$ cat src/rtl/btn_event_ctrl.sv
// btn_event_ctrl: multi-button synchroniser, shared-tick debouncer and
// press/release/long-press event queue with a valid/ready drain port.
// Optional feature macro: BTN_LONG_PRESS_EN builds the long-press counters
// and the kind 2'b10 event; without it evt_kind_o[1] is tied low.

// Per-button datapath: synchroniser, debounce, optional long-press counter
// and the single-entry pending-event slot.
module btn_event_lane #(
    parameter int STABLE_TICKS = 1000,
    parameter int LONG_TICKS   = 250000
) (
    input  logic       clk_i,
    input  logic       rst_ni,
    input  logic       btn_i,
    input  logic       tick_i,
    input  logic       grant_i,
    output logic       level_o,
    output logic       pend_vld_o,
    output logic [1:0] pend_kind_o,
    output logic       drop_o
);
    localparam int DBW = $clog2(STABLE_TICKS + 1);

    logic [1:0]     sync_q;
    logic           level_q, level_d;
    logic [DBW-1:0] db_q, db_d;
    logic           flip;
    logic           long_hit;
    logic           raise;
    logic [1:0]     raise_kind;
    logic           pend_vld_q, pend_vld_d;
    logic [1:0]     pend_kind_q, pend_kind_d;

    // Two-flop synchroniser; sync_q[1] is the level seen by the debouncer
    always_ff @(posedge clk_i or negedge rst_ni) begin
        if (!rst_ni) sync_q <= '0;
        else         sync_q <= {sync_q[0], btn_i};
    end

    // Debounce: any cycle where sync matches level restarts the count,
    // so a bounce between ticks still discards progress
    always_comb begin
        db_d    = db_q;
        level_d = level_q;
        flip    = 1'b0;
        if (sync_q[1] == level_q) begin
            db_d = '0;
        end else if (tick_i) begin
            if (db_q == DBW'(STABLE_TICKS - 1)) begin
                flip    = 1'b1;
                level_d = ~level_q;
                db_d    = '0;
            end else begin
                db_d = db_q + 1'b1;
            end
        end
    end

    // Debounce state registers
    always_ff @(posedge clk_i or negedge rst_ni) begin
        if (!rst_ni) begin
            level_q <= 1'b0;
            db_q    <= '0;
        end else begin
            level_q <= level_d;
            db_q    <= db_d;
        end
    end

`ifdef BTN_LONG_PRESS_EN
    localparam int LPW = $clog2(LONG_TICKS + 1);
    logic [LPW-1:0] lp_q, lp_d;

    // Long-press: count ticks while held, fire once on reaching the limit,
    // then saturate so a single hold yields at most one long-press
    always_comb begin
        lp_d     = lp_q;
        long_hit = 1'b0;
        if (!level_q) begin
            lp_d = '0;
        end else if (tick_i && (lp_q != LPW'(LONG_TICKS))) begin
            lp_d = lp_q + 1'b1;
            if (lp_q == LPW'(LONG_TICKS - 1)) long_hit = 1'b1;
        end
    end

    // Long-press counter register
    always_ff @(posedge clk_i or negedge rst_ni) begin
        if (!rst_ni) lp_q <= '0;
        else         lp_q <= lp_d;
    end
`else
    // Long-press not built; the parameter is accepted but has no effect
    localparam int unused_long_ticks = LONG_TICKS;
    assign long_hit = 1'b0;
`endif

    // Event source: a release landing on the same tick as the long-press
    // limit wins, since the button is no longer held
    always_comb begin
        raise      = 1'b0;
        raise_kind = 2'b00;
        if (flip) begin
            raise      = 1'b1;
            raise_kind = level_q ? 2'b01 : 2'b00;
        end else if (long_hit) begin
            raise      = 1'b1;
            raise_kind = 2'b10;
        end
    end

    // Pending slot: grant clears it; a new event into an occupied slot
    // (even one being granted this cycle) is dropped and flagged
    always_comb begin
        pend_vld_d  = pend_vld_q;
        pend_kind_d = pend_kind_q;
        drop_o      = 1'b0;
        if (grant_i) pend_vld_d = 1'b0;
        if (raise) begin
            if (pend_vld_q) begin
                drop_o = 1'b1;
            end else begin
                pend_vld_d  = 1'b1;
                pend_kind_d = raise_kind;
            end
        end
    end

    // Pending slot registers
    always_ff @(posedge clk_i or negedge rst_ni) begin
        if (!rst_ni) begin
            pend_vld_q  <= 1'b0;
            pend_kind_q <= 2'b00;
        end else begin
            pend_vld_q  <= pend_vld_d;
            pend_kind_q <= pend_kind_d;
        end
    end

    assign level_o     = level_q;
    assign pend_vld_o  = pend_vld_q;
    assign pend_kind_o = pend_kind_q;
endmodule

module btn_event_ctrl #(
    parameter int NUM_BTN      = 4,
    parameter int TICK_DIV     = 4000,
    parameter int STABLE_TICKS = 1000,
    parameter int LONG_TICKS   = 250000,
    parameter int EVT_DEPTH    = 4,
    localparam int IDW = (NUM_BTN > 1) ? $clog2(NUM_BTN) : 1
) (
    input  logic               clk_i,
    input  logic               rst_ni,
    input  logic [NUM_BTN-1:0] btn_i,
    output logic [NUM_BTN-1:0] btn_level_o,
    output logic               evt_valid_o,
    input  logic               evt_ready_i,
    output logic [IDW-1:0]     evt_id_o,
    output logic [1:0]         evt_kind_o,
    output logic               evt_overflow_o,
    input  logic               clr_overflow_i
);
    localparam int PW = $clog2(TICK_DIV);
    localparam int AW = $clog2(EVT_DEPTH);
    localparam int CW = $clog2(EVT_DEPTH + 1);
    localparam int EW = IDW + 2;

    logic [PW-1:0]                 presc_q, presc_d;
    logic                          tick;
    logic [NUM_BTN-1:0]            pend_vld;
    logic [NUM_BTN-1:0][1:0]       pend_kind;
    logic [NUM_BTN-1:0]            drop;
    logic [NUM_BTN-1:0]            sel;
    logic [NUM_BTN-1:0]            grant;
    logic                          arb_vld;
    logic [IDW-1:0]                arb_id;
    logic [1:0]                    arb_kind;
    logic                          push, pop, full;
    logic [EVT_DEPTH-1:0][EW-1:0]  mem_q;
    logic [AW-1:0]                 wr_ptr_q, wr_ptr_d;
    logic [AW-1:0]                 rd_ptr_q, rd_ptr_d;
    logic [CW-1:0]                 cnt_q, cnt_d;
    logic                          ovf_q, ovf_d;
    logic [EW-1:0]                 head;

    // Shared prescaler: one-cycle tick every TICK_DIV clocks
    assign tick = (presc_q == PW'(TICK_DIV - 1));
    always_comb begin
        presc_d = tick ? '0 : presc_q + 1'b1;
    end

    // Prescaler register
    always_ff @(posedge clk_i or negedge rst_ni) begin
        if (!rst_ni) presc_q <= '0;
        else         presc_q <= presc_d;
    end

    for (genvar g = 0; g < NUM_BTN; g++) begin : g_lane
        btn_event_lane #(
            .STABLE_TICKS (STABLE_TICKS),
            .LONG_TICKS   (LONG_TICKS)
        ) u_lane (
            .clk_i       (clk_i),
            .rst_ni      (rst_ni),
            .btn_i       (btn_i[g]),
            .tick_i      (tick),
            .grant_i     (grant[g]),
            .level_o     (btn_level_o[g]),
            .pend_vld_o  (pend_vld[g]),
            .pend_kind_o (pend_kind[g]),
            .drop_o      (drop[g])
        );
    end

    assign full = (cnt_q == CW'(EVT_DEPTH));
    assign pop  = (cnt_q != '0) && evt_ready_i;

    // Fixed-priority arbiter: lowest-index pending slot moves to the FIFO;
    // a full FIFO still accepts when the head leaves in the same cycle
    always_comb begin
        sel      = '0;
        arb_vld  = 1'b0;
        arb_id   = '0;
        arb_kind = 2'b00;
        for (int i = 0; i < NUM_BTN; i++) begin
            if (pend_vld[i] && !arb_vld) begin
                arb_vld  = 1'b1;
                arb_id   = IDW'(i);
                arb_kind = pend_kind[i];
                sel[i]   = 1'b1;
            end
        end
        push  = arb_vld && (!full || pop);
        grant = push ? sel : '0;
    end

    // FIFO pointer and occupancy next-state
    always_comb begin
        wr_ptr_d = push ? wr_ptr_q + 1'b1 : wr_ptr_q;
        rd_ptr_d = pop  ? rd_ptr_q + 1'b1 : rd_ptr_q;
        case ({push, pop})
            2'b10:   cnt_d = cnt_q + 1'b1;
            2'b01:   cnt_d = cnt_q - 1'b1;
            default: cnt_d = cnt_q;
        endcase
    end

    // FIFO control registers
    always_ff @(posedge clk_i or negedge rst_ni) begin
        if (!rst_ni) begin
            wr_ptr_q <= '0;
            rd_ptr_q <= '0;
            cnt_q    <= '0;
        end else begin
            wr_ptr_q <= wr_ptr_d;
            rd_ptr_q <= rd_ptr_d;
            cnt_q    <= cnt_d;
        end
    end

    // FIFO storage; contents only matter behind a valid count
    always_ff @(posedge clk_i) begin
        if (push) mem_q[wr_ptr_q] <= {arb_id, arb_kind};
    end

    // Sticky overflow: a drop in the same cycle as a clear keeps it set
    always_comb begin
        ovf_d = ovf_q;
        if (clr_overflow_i) ovf_d = 1'b0;
        if (|drop)          ovf_d = 1'b1;
    end

    // Overflow flag register
    always_ff @(posedge clk_i or negedge rst_ni) begin
        if (!rst_ni) ovf_q <= 1'b0;
        else         ovf_q <= ovf_d;
    end

    assign head           = mem_q[rd_ptr_q];
    assign evt_valid_o    = (cnt_q != '0);
    assign evt_id_o       = head[EW-1:2];
    assign evt_overflow_o = ovf_q;
`ifdef BTN_LONG_PRESS_EN
    assign evt_kind_o     = head[1:0];
`else
    assign evt_kind_o     = head[1:0] & 2'b01;
`endif
endmodule

$ cat config.mk
export PLATFORM = sky130hd
export DESIGN_NAME = btn_event_ctrl
export DESIGN_NICKNAME = d
export VERILOG_FILES = /design/src/rtl/btn_event_ctrl.sv
export SDC_FILE = /design/constraint.sdc
export NUM_CORES = 1
export LEC_CHECK = 0
export ABC_AREA = 1
export BUFFER_PORTS_ARGS = -buffer_cell sky130_fd_sc_hd__clkbuf_2
export CORE_MARGIN = 4
export CORE_UTILIZATION = 40
export DETAILED_ROUTE_END_ITERATION = 12
export SYNTH_ARGS = -nofsm -noshare
export SYNTH_HDL_FRONTEND = slang
export SYNTH_HIERARCHICAL = 1
export SYNTH_SLANG_ARGS = --single-unit
$ cat constraint.sdc
create_clock -name clk_i -period 1.7 [get_ports clk_i]
set_input_delay 0.34 -clock clk_i [delete_from_list [all_inputs] [get_ports clk_i]]
set_output_delay 0.34 -clock clk_i [all_outputs]
set_load 0.05 [all_outputs]
# Word-level counts from Yosys, hierarchy flattened
# Index checks and enable logic that the tools add are counted.
dict set report classes {
  n_addsub 9
  magnitude_cmp 3
  n_eq_ne 12
  muxes 79
  bitwise_logic 12
  n_reduce_logical 27
}
# op n
set ops {}
lappend ops {{2-to-1 mux 10 bit} 12}
lappend ops {{2-to-1 mux 1 bit} 49}
lappend ops {{adder 10 x 1 -> 10 bit, second input constant} 4}
lappend ops {{== test 10 bit, second input constant} 4}
lappend ops {{2-to-1 mux 2 bit} 10}
lappend ops {{bitwise mux 16 bit} 1}
lappend ops {{adder 12 x 1 -> 12 bit, second input constant} 1}
lappend ops {{== test 12 bit, second input constant} 1}
lappend ops {{2-to-1 mux 12 bit} 1}
lappend ops {{2-to-1 mux 4 bit} 3}
lappend ops {{NOT 1 bit} 12}
lappend ops {{AND reduction 3 bit} 4}
lappend ops {{nonzero test 2 bit} 6}
lappend ops {{binary-select mux 4 bit (select 2 bit)} 1}
lappend ops {{demux 4 bit (select 2 bit)} 1}
lappend ops {{AND reduction 2 bit} 4}
lappend ops {{logical AND 1 bit} 6}
lappend ops {{less-than comparator 2 x 3 -> 1 bit, second input constant} 2}
lappend ops {{one-hot mux 3 bit (2 select lines)} 1}
lappend ops {{adder 2 x 1 -> 2 bit, second input constant} 2}
lappend ops {{== test 1 bit} 4}
lappend ops {{zero test 1 bit} 4}
lappend ops {{OR reduction 4 bit} 1}
lappend ops {{adder 3 x 1 -> 3 bit, second input constant} 1}
lappend ops {{other kinds (7)} 7}
dict set report totals {
  reg_bits 100
  input_bits 8
  wordCells 171
}

# Logic depth before layout (Yosys ltp)
# Gate-level depths: netlist of run 1.
dict set report depth {
  depth_word 15
  mapped_depth 11
  depth_no_buf 11
}

# By module
# Netlist of run 1, hierarchy kept.
# module instances cells_per_inst area_per_inst_um2
set modules_own_cells {}
lappend modules_own_cells {btn_event_lane 4 106 874.6}
lappend modules_own_cells {btn_event_ctrl 1 195 1710.4}

# Worst setup path after synthesis of run 1
# Ideal clock, no wire load.
dict set report synth_path {
  path_kind {flip-flop to flip-flop}
  start {register presc_q[0]}
  end {register ovf_q (netlist: evt_overflow_o)}
  arrival_ns 1.829
  t_required_ns 1.617
  setup_slack_ns -0.212
  stages_incl_launch_ff 12
  cell_sequence {dfrtp_1 ha_1 nand2_2 nor2_4 inv_1 nor2_1 inv_1 nor2_8 nand2_1 nor2_1 nor4_1 o21ai_0}
}
dict set report synth_via {
  elab_chain_len 7
  elab_cells_between_ends 20
}
# element line
set synth_lines {}
lappend synth_lines {{start: declaration} 169} ;# logic [PW-1:0] presc_q, presc_d;
lappend synth_lines {{start signal: assignment} 196} ;# else presc_q <= presc_d;
lappend synth_lines {{== test 12 bit (*)} 188} ;# assign tick = (presc_q == PW'(TICK_DIV - 1));
lappend synth_lines {{named net tick} 170} ;# logic tick;
lappend synth_lines {{2-to-1 mux 1 bit (*)} 48} ;# end else if (tick_i) begin
lappend synth_lines {{2-to-1 mux 1 bit (*)} 46} ;# if (sync_q[1] == level_q) begin
lappend synth_lines {{2-to-1 mux 1 bit (*)} 103} ;# if (flip) begin
lappend synth_lines {{2-to-1 mux 1 bit (*)} 119} ;# if (raise) begin
lappend synth_lines {{named net drop[0]} 173} ;# logic [NUM_BTN-1:0] drop;
lappend synth_lines {{OR reduction 4 bit (*)} 271} ;# if (|drop) ovf_d = 1'b1;
lappend synth_lines {{2-to-1 mux 1 bit or nonzero test 2 bit (tied branches)} --}
lappend synth_lines {{end signal: assignment} 277} ;# else ovf_q <= ovf_d;
lappend synth_lines {{end: declaration} 184} ;# logic ovf_q, ovf_d;
# Mark *: on every way through the listed nets, which the timed path passes. The rest lies on a longest branch.
# A chain may end at the register's enable or synchronous reset.

# Worst setup path in the final report of run 1
dict set report layout_path {
  start {register rd_ptr_q[0]}
  end {output evt_kind_o[0]}
}
dict set report layout_via {
  elab_chain_len 2
}
# element line
set layout_lines {}
lappend layout_lines {{start: declaration} 182} ;# logic [AW-1:0] rd_ptr_q, rd_ptr_d;
lappend layout_lines {{start signal: assignment} 257} ;# rd_ptr_q <= rd_ptr_d;
lappend layout_lines {{binary-select mux 4 bit (select 2 bit)} 280} ;# assign head = mem_q[rd_ptr_q];
lappend layout_lines {{2-to-1 mux 4 bit (not written as such)} 280}
lappend layout_lines {{end: declaration} 160} ;# output logic [1:0] evt_kind_o,
# No other way between the ends. The select of a mux whose other input is x is not followed.

==> results of run 1 <==
[layer usage]
layer  vias up  part of all wire, %
met3        11                  2.7
met5         -                    0
met1      1882                   45
met4         0                  1.7
met2        39                   50
li1       2045                    -
[placed cells by master (no fill, tap or decap), types with 2 or more instances in the layout]
cell type and count:
sky130_fd_sc_hd__a21o_1 4, sky130_fd_sc_hd__a21oi_1 6, sky130_fd_sc_hd__and3_1 4, sky130_fd_sc_hd__buf_12 2, sky130_fd_sc_hd__buf_4 36, sky130_fd_sc_hd__buf_8 3
sky130_fd_sc_hd__clkbuf_1 2, sky130_fd_sc_hd__clkbuf_16 9, sky130_fd_sc_hd__clkbuf_2 12, sky130_fd_sc_hd__clkbuf_8 3, sky130_fd_sc_hd__dfrtp_1 79, sky130_fd_sc_hd__edfxtp_1 12
sky130_fd_sc_hd__ha_1 8, sky130_fd_sc_hd__inv_1 78, sky130_fd_sc_hd__inv_2 15, sky130_fd_sc_hd__inv_4 4, sky130_fd_sc_hd__inv_6 4, sky130_fd_sc_hd__nand2_1 134
sky130_fd_sc_hd__nand2_2 25, sky130_fd_sc_hd__nand2_4 14, sky130_fd_sc_hd__nand3_1 41, sky130_fd_sc_hd__nand3_2 16, sky130_fd_sc_hd__nand4_1 14, sky130_fd_sc_hd__nor2_1 32
sky130_fd_sc_hd__nor2_2 26, sky130_fd_sc_hd__nor2_4 8, sky130_fd_sc_hd__nor2_8 4, sky130_fd_sc_hd__nor3_1 6, sky130_fd_sc_hd__nor3_2 3, sky130_fd_sc_hd__o21ai_0 9
sky130_fd_sc_hd__o21ai_1 21, sky130_fd_sc_hd__o22ai_1 8, sky130_fd_sc_hd__o22ai_2 3, sky130_fd_sc_hd__xor2_1 17
[critical path, cell delays in order, from the launching register on]
cell and delay [ns]:
sky130_fd_sc_hd__dfrtp_2 0.47, sky130_fd_sc_hd__inv_4 0.11, sky130_fd_sc_hd__nor2_2 0.04, sky130_fd_sc_hd__o22ai_2 0.18, sky130_fd_sc_hd__buf_8 0.17
[what timing repair did]
| item | CTS | global route |
|---|---|---|
| setup buffers | 2 | 7 |
| gates cloned | 0 | 0 |
| hold buffers | 0 | 0 |
| pin swaps | 4 | 19 |
| setup endpoints to repair | 32 | 39 |
| gates resized for setup | 19 | 43 |
[per-stage QoR]
step | setup TNS (ns) | instances | hold slack [ns] | instance area, µm² | utilization, %
after detailed placement | -0.479 | 823 | 0.339 | 5670 | 45.0
after floorplan | -0.0244 | 611 | 0.0444 | 5190 | -
final | 0 | 846 | 0.00498 | 6170 | 48.9
after CTS | -0.00511 | 840 | 0.0311 | 6020 | 47.7
after global placement | -0.0230 | 823 | 0.335 | 5670 | 45.0
after global routing | -0.285 | 846 | 0.0603 | 6170 | 48.9
[sequential cells by signal, summed over array words and instances (netlist names)]
| register | count |
|---|---|
| g_lane.u_lane/db_q | 40 |
| mem_q | 12 |
| presc_q | 12 |
| g_lane.u_lane/sync_q | 8 |
| g_lane.u_lane/level_o | 4 |
| g_lane.u_lane/pend_kind_o | 4 |
| g_lane.u_lane/pend_vld_o | 4 |
| cnt_q | 3 |
| rd_ptr_q | 2 |
| wr_ptr_q | 2 |
| evt_overflow_o | 1 |
[path summary, 6_finish.rpt]
kind                                                   end  slack (ns)  depth (start not counted)
worst min-delay path                              cnt_q[0]       0.005                          2
max in group asynchronous       g_lane[2].u_lane/sync_q[1]        1.33                          2
worst min register to register  g_lane[1].u_lane/sync_q[1]        0.35                          0
worst max-delay path                         evt_kind_o[0]        0.04                          4
min in group clk_i              g_lane[1].u_lane/sync_q[0]        0.10                          1
worst max register to register                    cnt_q[1]        0.05                          7
[cell type report]
type                    instances  area, µm²  area share, %
clock inverters                 1       7.51          0.122
multi-input cells             411       2460           39.8
repair buffers                 54        427           6.91
inverters                     102        425           6.89
clock buffers                  14        274           4.44
well taps                     172        215           3.49
flip-flops and latches         92       2360           38.3
[report_power, final]
part / total (W) / internal (W) / switching (W)
Sequential: 0.00256 / 0.00244 / 0.000129
Combinational: 0.00149 / 0.000574 / 0.000916
Clock: 0.00191 / 0.00110 / 0.000806
==> parameters.txt, run 1 <==
Parameter                              Value

Run status
  Result of the run ... completed

Power and ir drop
  Overall power of the completed layout ... 0.00597 W
  Pwr dens ... 967 nW/µm²
  Leak ... 3.03 nW
  Worst IR Drop VDD ... 0.493 mV

Timing
  Top achievable clock speed ... 0.604 GHz
  Final setup violation count ... 0
  Min cycle time layout ... 1.66 ns
  Share of the clock period used by the worst path ... 97.4%
  Skew final ... 0.00347 ns
  Crit path setup slack, layout ... 0.0444 ns
  Final Hold Viols ... 0
  Pins Over Slew Limit ... 0
  RSZ-0062 raised after global routing ... true

Worst setup path
  Data arrival time of the worst path ... 1.32 ns
  Worst flop-to-flop path startpoint ... g_lane[0].u_lane/pend_vld_o
  Setup crit end kind ... output port
  Critical path startpoint category ... flip-flop
  Endpoint required time on the critical path ... 1.36 ns
  Top fanout value on the critical path ... 8
  Launching instance or port of the critical path ... rd_ptr_q[0]
  Critical setup path kind ... flip-flop to output port

Die
  Row cnt ... 41
  I/O pin count ... 18
  Die Outline Area ... 14800 µm²
  Initial core utilization ... 40.9%
  Core region area ... 12600 µm²
  Vertical die dimension ... 122 µm
  Horizontal die dimension ... 122 µm

Cells and area
  Fraction of final layout cells sized beyond drive strength 1 ... 29.1%
  Antenna cell count ... 0
  Nets ... 688
  # fillers ... 1205
  Area growth from synthesis to final layout ... 19.5%

Place
  Routability congestion estimate ... 0.855
  Detail Placement HPWL ... 7170 µm
  Port Buf Inserts ... 16
  Worst slack, placed ... -0.0989 ns

Route
  Wire length reported by the detailed router ... 9810 µm
  Vias per inst ... 4.70
  Count of unresolved DRC violations after routing ... 0
  Overall via count from detail_route ... 3977
  First-pass iteration count of the detailed router ... 4
  Routed wire per std cell ... 11.6 µm
  Number of antenna-violating nets in the routed design ... 0
  DR iter-0 viols ... 150

Yosys
  Cell count after synthesis ... 611
  Mean cell area of the mapped netlist ... 8.45 µm²
  Area of the mapped netlist ... 5160 µm²
  Synthesis Warnings ... 6
  Net Count, Synth ... 629

Clocking
  Worst-skew pair later-pin latency ... 0.34 ns
  H-Tree Level Count ... 3
  Clock sinks ... 92
  Total clock buffers created by CTS ... 9
  Clock-pin slew on the worst setup and hold paths ... 0.06 ns
  Bufs on Longest Clock Path ... 2
  Clock root cell ... sky130_fd_sc_hd__clkbuf_16
  CTS tree ... yes

Global routing
  Met3 Track Usage GR ... 2.74%
  Met1 usage in global routing ... 17.8%
  Number of antenna violations at the first check in global routing ... 0
  Largest net degree at the start of global routing ... 81
  All-Layer GR Usage ... 14.5%
  Met2 usage in global routing ... 25.0%
  Busiest layer in global routing ... met2
  Number of global-route vias before repair ... 3948
  GRT overflow ... 0
  Wire length of the first global-routing pass ... 17400 µm

Worst hold path
  Worst hold path type ... input pin to async pin

Flow run
  Number of max-cap violations ... 0
(Power assumes the default switching activity.)
==> run 2: changes to the inputs <==
--- a/config.mk
+++ b/config.mk
@@ -10,6 +10,7 @@
 export CORE_MARGIN = 4
 export CORE_UTILIZATION = 40
 export DETAILED_ROUTE_END_ITERATION = 12
+export HOLD_SLACK_MARGIN = 0.12
 export SYNTH_ARGS = -nofsm -noshare
 export SYNTH_HDL_FRONTEND = slang
 export SYNTH_HIERARCHICAL = 1
==> constraint.sdc (replaced) <==
create_clock -name clk_i -period 1.6 [get_ports clk_i]
set_input_delay 0.32 -clock clk_i [delete_from_list [all_inputs] [get_ports clk_i]]
set_output_delay 0.32 -clock clk_i [all_outputs]
set_load 0.05 [all_outputs]
==> run 2 against run 1 <==
Net effect: the run now ends with negative setup slack left; first-iteration DRC count up 1.3%; sequential share of layout area down 2.6 points; worst setup slack lost 0.12 ns; sequential power up 7%; core utilization increased by 3.5 points; global-route usage grew 0.18 points; count of clock-buffer cells in the layout shrank 3; critical path depth increased by 3; register-to-register slack got worse by 0.12 ns; cell count rose by 2.5%.
==> parameters.txt, run 2 (synthesized netlist as in run 1, its figures left out) <==
Parameter                              Value

Clocking
  Clock sinks ... 92 (unchanged)
  CTS tree ... yes (unchanged)
  H-Tree Level Count ... 3 (unchanged)
  Clock-pin slew on the worst setup and hold paths ... 0.06 ns (about the same)
  Clock root cell ... sky130_fd_sc_hd__clkbuf_16 (unchanged)
  Bufs on Longest Clock Path ... 2 (unchanged)
  Worst-skew pair later-pin latency ... 0.33 ns (was 0.34 ns)
  Total clock buffers created by CTS ... 9 (unchanged)

Power and ir drop
  Int Pwr ... 0.00483 W (was 0.00411 W)
  Pwr dens ... 1050 nW/µm² (was 967 nW/µm²)
  Switching Fraction ... 30.2% (was 31.0%)
  Sequential Power Share ... 39.4% (was 43.0%)
  Part of the total power dissipated in the clock network ... 34.4% (was 32.0%)
  Worst IR Drop VDD ... 0.414 mV (was 0.493 mV)
  Overall power of the completed layout ... 0.00693 W (was 0.00597 W)
  Combinational power share ... 26.2% (was 25.0%)
  Switching pwr ... 0.00209 W (was 0.00185 W)
  Leak ... 3.19 nW (was 3.03 nW)

Global routing
  Number of global-route vias before repair ... 4001 (was 3948)
  Number of antenna violations at the first check in global routing ... 0 (unchanged)
  GRT overflow ... 0 (unchanged)
  All-Layer GR Usage ... 14.7% (was 14.5%)
  Wire length of the first global-routing pass ... 17500 µm (was 17400 µm)
  Largest net degree at the start of global routing ... 28 (was 81)

Route
  Number of antenna-violating nets in the routed design ... 0 (unchanged)
  Wire length reported by the detailed router ... 10000 µm (was 9810 µm)
  Count of unresolved DRC violations after routing ... 0 (unchanged)
  Overall via count from detail_route ... 4015 (was 3977)
  Vias per inst ... 4.63 (was 4.70)
  First-pass iteration count of the detailed router ... 4 (unchanged)
  DR iter-0 viols ... 152 (was 150)
  Routed wire per std cell ... 11.5 µm (was 11.6 µm)

Cells and area
  Finished layout cell area ... 6620 µm² (was 6170 µm²)
  # fillers ... 1155 (was 1205)
  Max FFs per register ... 40 (unchanged)
  Largest registers ... g_lane.u_lane/db_q: 40 flops, mem_q: 12 flops, presc_q: 12 flops (unchanged)
  Reg with most FFs ... g_lane.u_lane/db_q (unchanged)
  Area growth from synthesis to final layout ... 28.1% (was 19.5%)
  Antenna cell count ... 0 (unchanged)
  Nets ... 708 (was 688)
  Multi-input gate area in the final layout ... 2640 µm² (was 2460 µm²)
  Top library cells by usage in the layout, fill and taps aside ... 126 x sky130_fd_sc_hd__nand2_1, 79 x sky130_fd_sc_hd__dfrtp_1, 76 x sky130_fd_sc_hd__inv_1, 44 x sky130_fd_sc_hd__buf_4, 35 x sky130_fd_sc_hd__nand3_1 (was 134 x sky130_fd_sc_hd__nand2_1, 79 x sky130_fd_sc_hd__dfrtp_1, 78 x sky130_fd_sc_hd__inv_1, 41 x sky130_fd_sc_hd__nand3_1, 36 x sky130_fd_sc_hd__buf_4)
  Seq. cell area ... 2360 µm² (unchanged)
  Commonest non-fill, non-tap cell in the layout ... sky130_fd_sc_hd__nand2_1 (unchanged)
  Fraction of final layout cells sized beyond drive strength 1 ... 36.4% (was 29.1%)

Worst setup path
  Cells along the critical path ... nor2_4 > nand3_2 > or2_4 > fa_2 > inv_1 > nand2_1 > o21ai_2 (was inv_4 > nor2_2 > o22ai_2 > buf_8)
  Setup crit end kind ... flip-flop (was output port)
  Slowest CP cell ... sky130_fd_sc_hd__fa_2 (was sky130_fd_sc_hd__dfrtp_2)
  Endpoint required time on the critical path ... 1.82 ns (was 1.36 ns)
  Critical path startpoint category ... flip-flop (unchanged)
  Critical setup path kind ... flip-flop to flip-flop (was flip-flop to output port)
  Worst R2R Setup Slack ... -0.07 ns (was 0.05 ns)
  Delay of the slowest cell on the worst path ... 0.51 ns (was 0.47 ns)
  Worst flop-to-flop path startpoint ... g_lane[1].u_lane/pend_vld_o (was g_lane[0].u_lane/pend_vld_o)
  Reg2reg path depth ... 7 (unchanged)
  Top fanout value on the critical path ... 2 (was 8)
  Data arrival time of the worst path ... 1.89 ns (was 1.32 ns)
  Reg2reg end ... cnt_q[1] (unchanged)

Die
  Vertical die dimension ... 122 µm (unchanged)
  Horizontal die dimension ... 122 µm (unchanged)
  Row cnt ... 41 (unchanged)
  Initial core utilization ... 40.9% (unchanged)
  Die Outline Area ... 14800 µm² (unchanged)
  I/O pin count ... 18 (unchanged)
  Core region area ... 12600 µm² (unchanged)

Timing
  Skew final ... 0.00523 ns (was 0.00347 ns)
  Setup TNS ... -0.420 ns (was 0 ns)
  RSZ-0062 raised after global routing ... true (unchanged)
  Pins Over Slew Limit ... 0 (unchanged)
  Final Hold Viols ... 0 (unchanged)
  Final setup violation count ... 13 (was 0)
  Share of the clock period used by the worst path ... 104%
  Min cycle time layout ... 1.67 ns
  Top achievable clock speed ... 0.598 GHz
  Fin Hold WS ... 0.210 ns (was 0.00498 ns)
  Crit path setup slack, layout ... -0.0718 ns (was 0.0444 ns)

Place
  Detail Placement HPWL ... 7320 µm (was 7170 µm)
  Port Buf Inserts ... 16 (unchanged)
  Routability congestion estimate ... 0.815 (was 0.855)
  Instance area at placement ... 5770 µm² (was 5670 µm²)
  Worst slack, placed ... -0.186 ns (was -0.0989 ns)

Worst hold path
  Worst hold path type ... input pin to flip-flop (was input pin to async pin)
  Instance count along the most critical hold path ... 2
  Destination of the worst hold path ... evt_overflow_o
  Hold wc startpoint ... clr_overflow_i

Flow run
  Number of max-cap violations ... 0 (unchanged)

Run status
  Failing checks ... negative setup slack
  Result of the run ... finished, violations left (was completed)
-- run 2: cell types whose count changed in the layout (fill, tap and decap cells not counted), moves of 5 or more --
cell,change
sky130_fd_sc_hd__buf_4,+8
sky130_fd_sc_hd__buf_6,+6
sky130_fd_sc_hd__dlygate4sd3_1,+5
sky130_fd_sc_hd__nand2_1,-8
sky130_fd_sc_hd__nand2_2,+7
sky130_fd_sc_hd__nand3_1,-6
sky130_fd_sc_hd__nand3_2,+5
sky130_fd_sc_hd__o21ai_1,-7
sky130_fd_sc_hd__o21ai_2,+8
sky130_fd_sc_hd__o22ai_1,-6
sky130_fd_sc_hd__o22ai_2,+6
-- run 2: how the worst max path moves through the flow --
stage,cells past startpoint,end,from,slack (ns)
detailed placement,10,evt_overflow_o,presc_q[11],-0.19
global placement,11,evt_overflow_o,presc_q[1],-0.07
global route,12,g_lane[2].u_lane/db_q[5],presc_q[0],-0.17
floorplan,8,cnt_q[1],cnt_q[0],-0.06
CTS,11,evt_overflow_o,presc_q[0],-0.10
finish,7,cnt_q[1],g_lane[1].u_lane/pend_vld_o,-0.07
-- run 2: worst max-delay path: cells and delay by family (launching register included) --
kind | cells | cell delay (ns)
buffers and inverters | 1 | 0.04
and+or+nand+nor | 4 | 0.55
adders and majority gates | 1 | 0.51
AOI/OAI and AO/OA | 1 | 0.05
DFF | 1 | 0.41
-- run 2: cell type report --
cell class	instances	area share [%]
timing repair buffer	74	9.44
tap	172	3.25
clock buffer	11	3.52
clock inverter	5	1.51
multi-input combinational	411	39.9
sequential	92	35.7
inverter	102	6.66
-- run 2: power by group through the flow --
stage / combinational [W] / sequential [W] / clock, W
after floorplan: 0.00105 / 0.00272 / 0
after global placement: 0.00142 / 0.00274 / 0
after detailed placement: 0.00146 / 0.00274 / 0
after CTS: 0.00159 / 0.00271 / 0.00247
after global routing: 0.00200 / 0.00275 / 0.00257
final: 0.00182 / 0.00273 / 0.00238
-- run 2: what timing repair did --
action                                  CTS  global route
buffers inserted                          5             9
endpoints found under the setup margin   57            59
gates resized for setup                  28            81
pin swaps                                16            19
cloned                                    0             0
hold buffers                              5             0
hold endpoints to repair                 28             0
-- run 2: stage by stage --
stage	util, %	instances
after floorplan	-	611
final	52.4	867
after global routing	52.4	867
after CTS	49.7	859
after detailed placement	45.7	833
after global placement	45.7	833
-- run 2: per-layer routing --
| layer | track usage (%) | part of all wire [%] | up-vias |
|---|---|---|---|
| li1 | - | - | 2097 |
| met1 | 18.9 | 48 | 1874 |
| met2 | 24.7 | 49 | 35 |
| met3 | 2.74 | 2.2 | 9 |
| met4 | 5.46 | 1.4 | 0 |
| met5 | 0 | 0 | - |
==> run 3: changes to the inputs <==
--- a/config.mk
+++ b/config.mk
@@ -5,7 +5,6 @@
 export SDC_FILE = /design/constraint.sdc
 export NUM_CORES = 1
 export LEC_CHECK = 0
-export ABC_AREA = 1
 export BUFFER_PORTS_ARGS = -buffer_cell sky130_fd_sc_hd__clkbuf_2
 export CORE_MARGIN = 4
 export CORE_UTILIZATION = 40
==> run 3 against run 2 <==
Net effect: hold slack got worse by 0.039 ns; largest cell class unchanged; routed wire length increased by 4.1%; total power decreased by 20%; count of clock-buffer cells in the layout increased by 2; the flow still finishes with violations (negative setup slack); register-to-register slack got worse by 0.29 ns; global-route usage increased by 2.3 points; critical path depth unchanged; maximum frequency decreased by 15%; sequential cell count unchanged.
==> parameters.txt, run 3 <==
Parameter                              Value

Die
  I/O pin count ... 18 (unchanged)
  Die Outline Area ... 13500 µm² (was 14800 µm²)
  Vertical die dimension ... 116 µm (was 122 µm)
  Horizontal die dimension ... 116 µm (was 122 µm)
  Initial core utilization ... 41.0% (was 40.9%)
  Core region area ... 11400 µm² (was 12600 µm²)
  Row cnt ... 39 (was 41)

Route
  Met3 routed WL ... 229 µm (was 217 µm)
  Number of antenna-violating nets in the routed design ... 0 (unchanged)
  DR iter-0 viols ... 131 (was 152)
  Wire length reported by the detailed router ... 10400 µm (was 10000 µm)
  Detailed-routing wirelength on met1 ... 4730 µm (was 4750 µm)
  Overall via count from detail_route ... 3718 (was 4015)
  Vias per inst ... 5.20 (was 4.63)
  First-pass iteration count of the detailed router ... 4 (unchanged)
  Routed wire per std cell ... 14.6 µm (was 11.5 µm)
  Max Used Layer ... met4 (unchanged)
  Met2 Wirelength ... 5240 µm (was 4890 µm)
  Count of unresolved DRC violations after routing ... 0 (unchanged)

Global routing
  All-Layer GR Usage ... 17.0% (was 14.7%)
  Number of global-route vias before repair ... 3892 (was 4001)
  Largest net degree at the start of global routing ... 37 (was 28)
  GRT overflow ... 0 (unchanged)
  Number of antenna violations at the first check in global routing ... 0 (unchanged)
  Wire length of the first global-routing pass ... 18000 µm (was 17500 µm)

Timing
  Crit path setup slack, layout ... -0.361 ns (was -0.0718 ns)
  Pins Over Slew Limit ... 0 (unchanged)
  Skew final ... 0.00845 ns (was 0.00523 ns)
  Fin Hold WS ... 0.172 ns (was 0.210 ns)
  Max-slew headroom at the worst pin ... 60.1%
  Final Hold Viols ... 0 (unchanged)
  RSZ-0062 raised after global routing ... true (unchanged)
  Worst Tran Pin Value ... 0.596 ns
  Final setup violation count ... 58 (was 13)
  Share of the clock period used by the worst path ... 123% (was 104%)
  Min cycle time layout ... 1.96 ns (was 1.67 ns)
  Setup TNS ... -11.45 ns (was -0.420 ns)
  Top achievable clock speed ... 0.510 GHz (was 0.598 GHz)

Clocking
  H-Tree Level Count ... 3 (unchanged)
  Total clock buffers created by CTS ... 9 (unchanged)
  Bufs on Longest Clock Path ... 2 (unchanged)
  Worst-skew pair later-pin latency ... 0.35 ns (was 0.33 ns)
  Clock-pin slew on the worst setup and hold paths ... 0.06 ns (about the same)
  Clock root cell ... sky130_fd_sc_hd__clkbuf_16 (unchanged)
  Clock sinks ... 92 (unchanged)
  CTS tree ... yes (unchanged)

Worst setup path
  Delay of the slowest cell on the worst path ... 0.39 ns (was 0.51 ns)
  Critical setup path kind ... flip-flop to flip-flop (unchanged)
  Slowest CP cell ... sky130_fd_sc_hd__dfrtp_1 (was sky130_fd_sc_hd__fa_2)
  Critical path startpoint category ... flip-flop (unchanged)
  Reg2reg path depth ... 7 (unchanged)
  Endpoint required time on the critical path ... 1.83 ns (was 1.82 ns)
  Worst flop-to-flop path startpoint ... presc_q[0] (was g_lane[1].u_lane/pend_vld_o)
  Top fanout value on the critical path ... 4 (was 2)
  Setup crit end kind ... flip-flop (unchanged)
  Data arrival time of the worst path ... 2.19 ns (was 1.89 ns)
  Launching instance or port of the critical path ... presc_q[0] (was g_lane[1].u_lane/pend_vld_o)
  Cells along the critical path ... ha_4 > nand4_4 > nor4_4 > buf_6 > nand2_4 > nor4_4 > mux2_4 (was nor2_4 > nand3_2 > or2_4 > fa_2 > inv_1 > nand2_1 > o21ai_2)
  Cell repeated most along the worst path ... sky130_fd_sc_hd__nor4_4

Cells and area
  Nets ... 585 (was 708)
  Fraction of final layout cells sized beyond drive strength 1 ... 42.0% (was 36.4%)
  Top library cells by usage in the layout, fill and taps aside ... 96 x sky130_fd_sc_hd__buf_4, 78 x sky130_fd_sc_hd__dfrtp_1, 36 x sky130_fd_sc_hd__nand3_1, 26 x sky130_fd_sc_hd__nor2_1, 26 x sky130_fd_sc_hd__nand2_1 (was 126 x sky130_fd_sc_hd__nand2_1, 79 x sky130_fd_sc_hd__dfrtp_1, 76 x sky130_fd_sc_hd__inv_1, 44 x sky130_fd_sc_hd__buf_4, 35 x sky130_fd_sc_hd__nand3_1)
  Max FFs per register ... 40 (unchanged)
  Largest registers ... g_lane.u_lane/db_q: 40 flops, mem_q: 12 flops, presc_q: 12 flops (unchanged)
  # fillers ... 950 (was 1155)
  Antenna cell count ... 0 (unchanged)
  Final Non-Filler Cells ... 715 (was 867)
  Layout Utilization ... 57.8% (was 52.4%)
  Reg with most FFs ... g_lane.u_lane/db_q (unchanged)
  Commonest non-fill, non-tap cell in the layout ... sky130_fd_sc_hd__buf_4 (was sky130_fd_sc_hd__nand2_1)
  Area growth from synthesis to final layout ... 41.1% (was 28.1%)

Yosys
  Mean cell area of the mapped netlist ... 10.8 µm² (was 8.45 µm²)
  Area of the mapped netlist ... 4680 µm² (was 5160 µm²)
  Cell count after synthesis ... 433 (was 611)
  Synthesis Warnings ... 6 (unchanged)
  Net Count, Synth ... 451 (was 629)

Run status
  Failing checks ... negative setup slack (unchanged)
  Result of the run ... finished, violations left (unchanged)

Power and ir drop
  Combinational power share ... 11.8% (was 26.2%)
  Part of the total power dissipated in the clock network ... 42.5% (was 34.4%)
  Switching pwr ... 0.00130 W (was 0.00209 W)
  Leak ... 3.13 nW (was 3.19 nW)
  Switching Fraction ... 23.4% (was 30.2%)
  Sequential Power Share ... 45.8% (was 39.4%)
  Pwr dens ... 844 nW/µm² (was 1050 nW/µm²)
  Worst IR Drop VDD ... 1.08 mV (was 0.414 mV)
  Int Pwr ... 0.00426 W (was 0.00483 W)

Worst hold path
  Worst hold path type ... input pin to flip-flop (unchanged)
  Instance count along the most critical hold path ... 2 (unchanged)
  Hold wc startpoint ... clr_overflow_i (unchanged)

Place
  Port Buf Inserts ... 16 (unchanged)
  Detail Placement HPWL ... 7280 µm (was 7320 µm)
  Placed cells ... 677 (was 833)
  Routability congestion estimate ... 0.819 (was 0.815)

Flow run
  Number of max-cap violations ... 0 (unchanged)
==> run 3: stage by stage <==
step                      total power (W)  worst slack, ns  cell area, µm²
after floorplan                   0.00291           -0.442            4740
after global placement            0.00307           -0.322            5700
after detailed placement          0.00308           -0.431            5700
after CTS                         0.00558           -0.330            6420
after global routing              0.00581           -0.444            6600
final                             0.00557           -0.361            6600
==> run 3: repair_timing <==
action,CTS,global route
hold endpoints to repair,36,0
resized for setup,59,36
hold buffers,5,0
buffers inserted,15,7
gates cloned,0,0
pin swaps,18,14
setup endpoints to repair,56,75
==> run 3: worst max-delay path, delay by kind of cell (launching register included) <==
kind | cells | cell delay, ns
and+or+nand+nor | 4 | 0.75
DFF | 1 | 0.39
muxes | 1 | 0.33
buffers and inverters | 1 | 0.20
adders and majority gates | 1 | 0.16
==> run 3: final timing paths <==
path,slack [ns],end
setup reg to reg,-0.36,g_lane[3].u_lane/pend_kind_o[0]
hold / removal,0.17,evt_overflow_o
setup / recovery,-0.36,g_lane[3].u_lane/pend_kind_o[0]
hold reg to reg,0.35,g_lane[3].u_lane/sync_q[1]
max in group asynchronous,0.54,g_lane[1].u_lane/db_q[2]
min in group asynchronous,0.49,presc_q[6]
==> run 3: area by class of cell <==
cell class                      count  area [µm²]  area share [%]
Tap cell                          143         179            2.71
Multi-Input combinational cell    308        2520            38.2
Timing Repair Buffer              133        1120            16.9
Sequential cell                    92        2360            35.8
Clock buffer                       13         262            3.96
Inverter                           23        86.3            1.31
Clock inverter                      3        68.8            1.04
==> run 3: power groups by stage <==
stage	Sequential, W	Clock (W)	Combinational (W)
floorplan	0.00255	0	0.000359
global placement	0.00259	0	0.000475
CTS	0.00254	0.00242	0.000620
global route	0.00257	0.00252	0.000722
finish	0.00255	0.00236	0.000656
detailed placement	0.00260	0	0.000485
==> run 3: per-layer routing <==
metal	global-route usage (%)	vias to the layer above
met4	7.89	0
met2	28.5	36
met5	0	-
li1	-	1815
met3	3.73	14
met1	21.0	1853
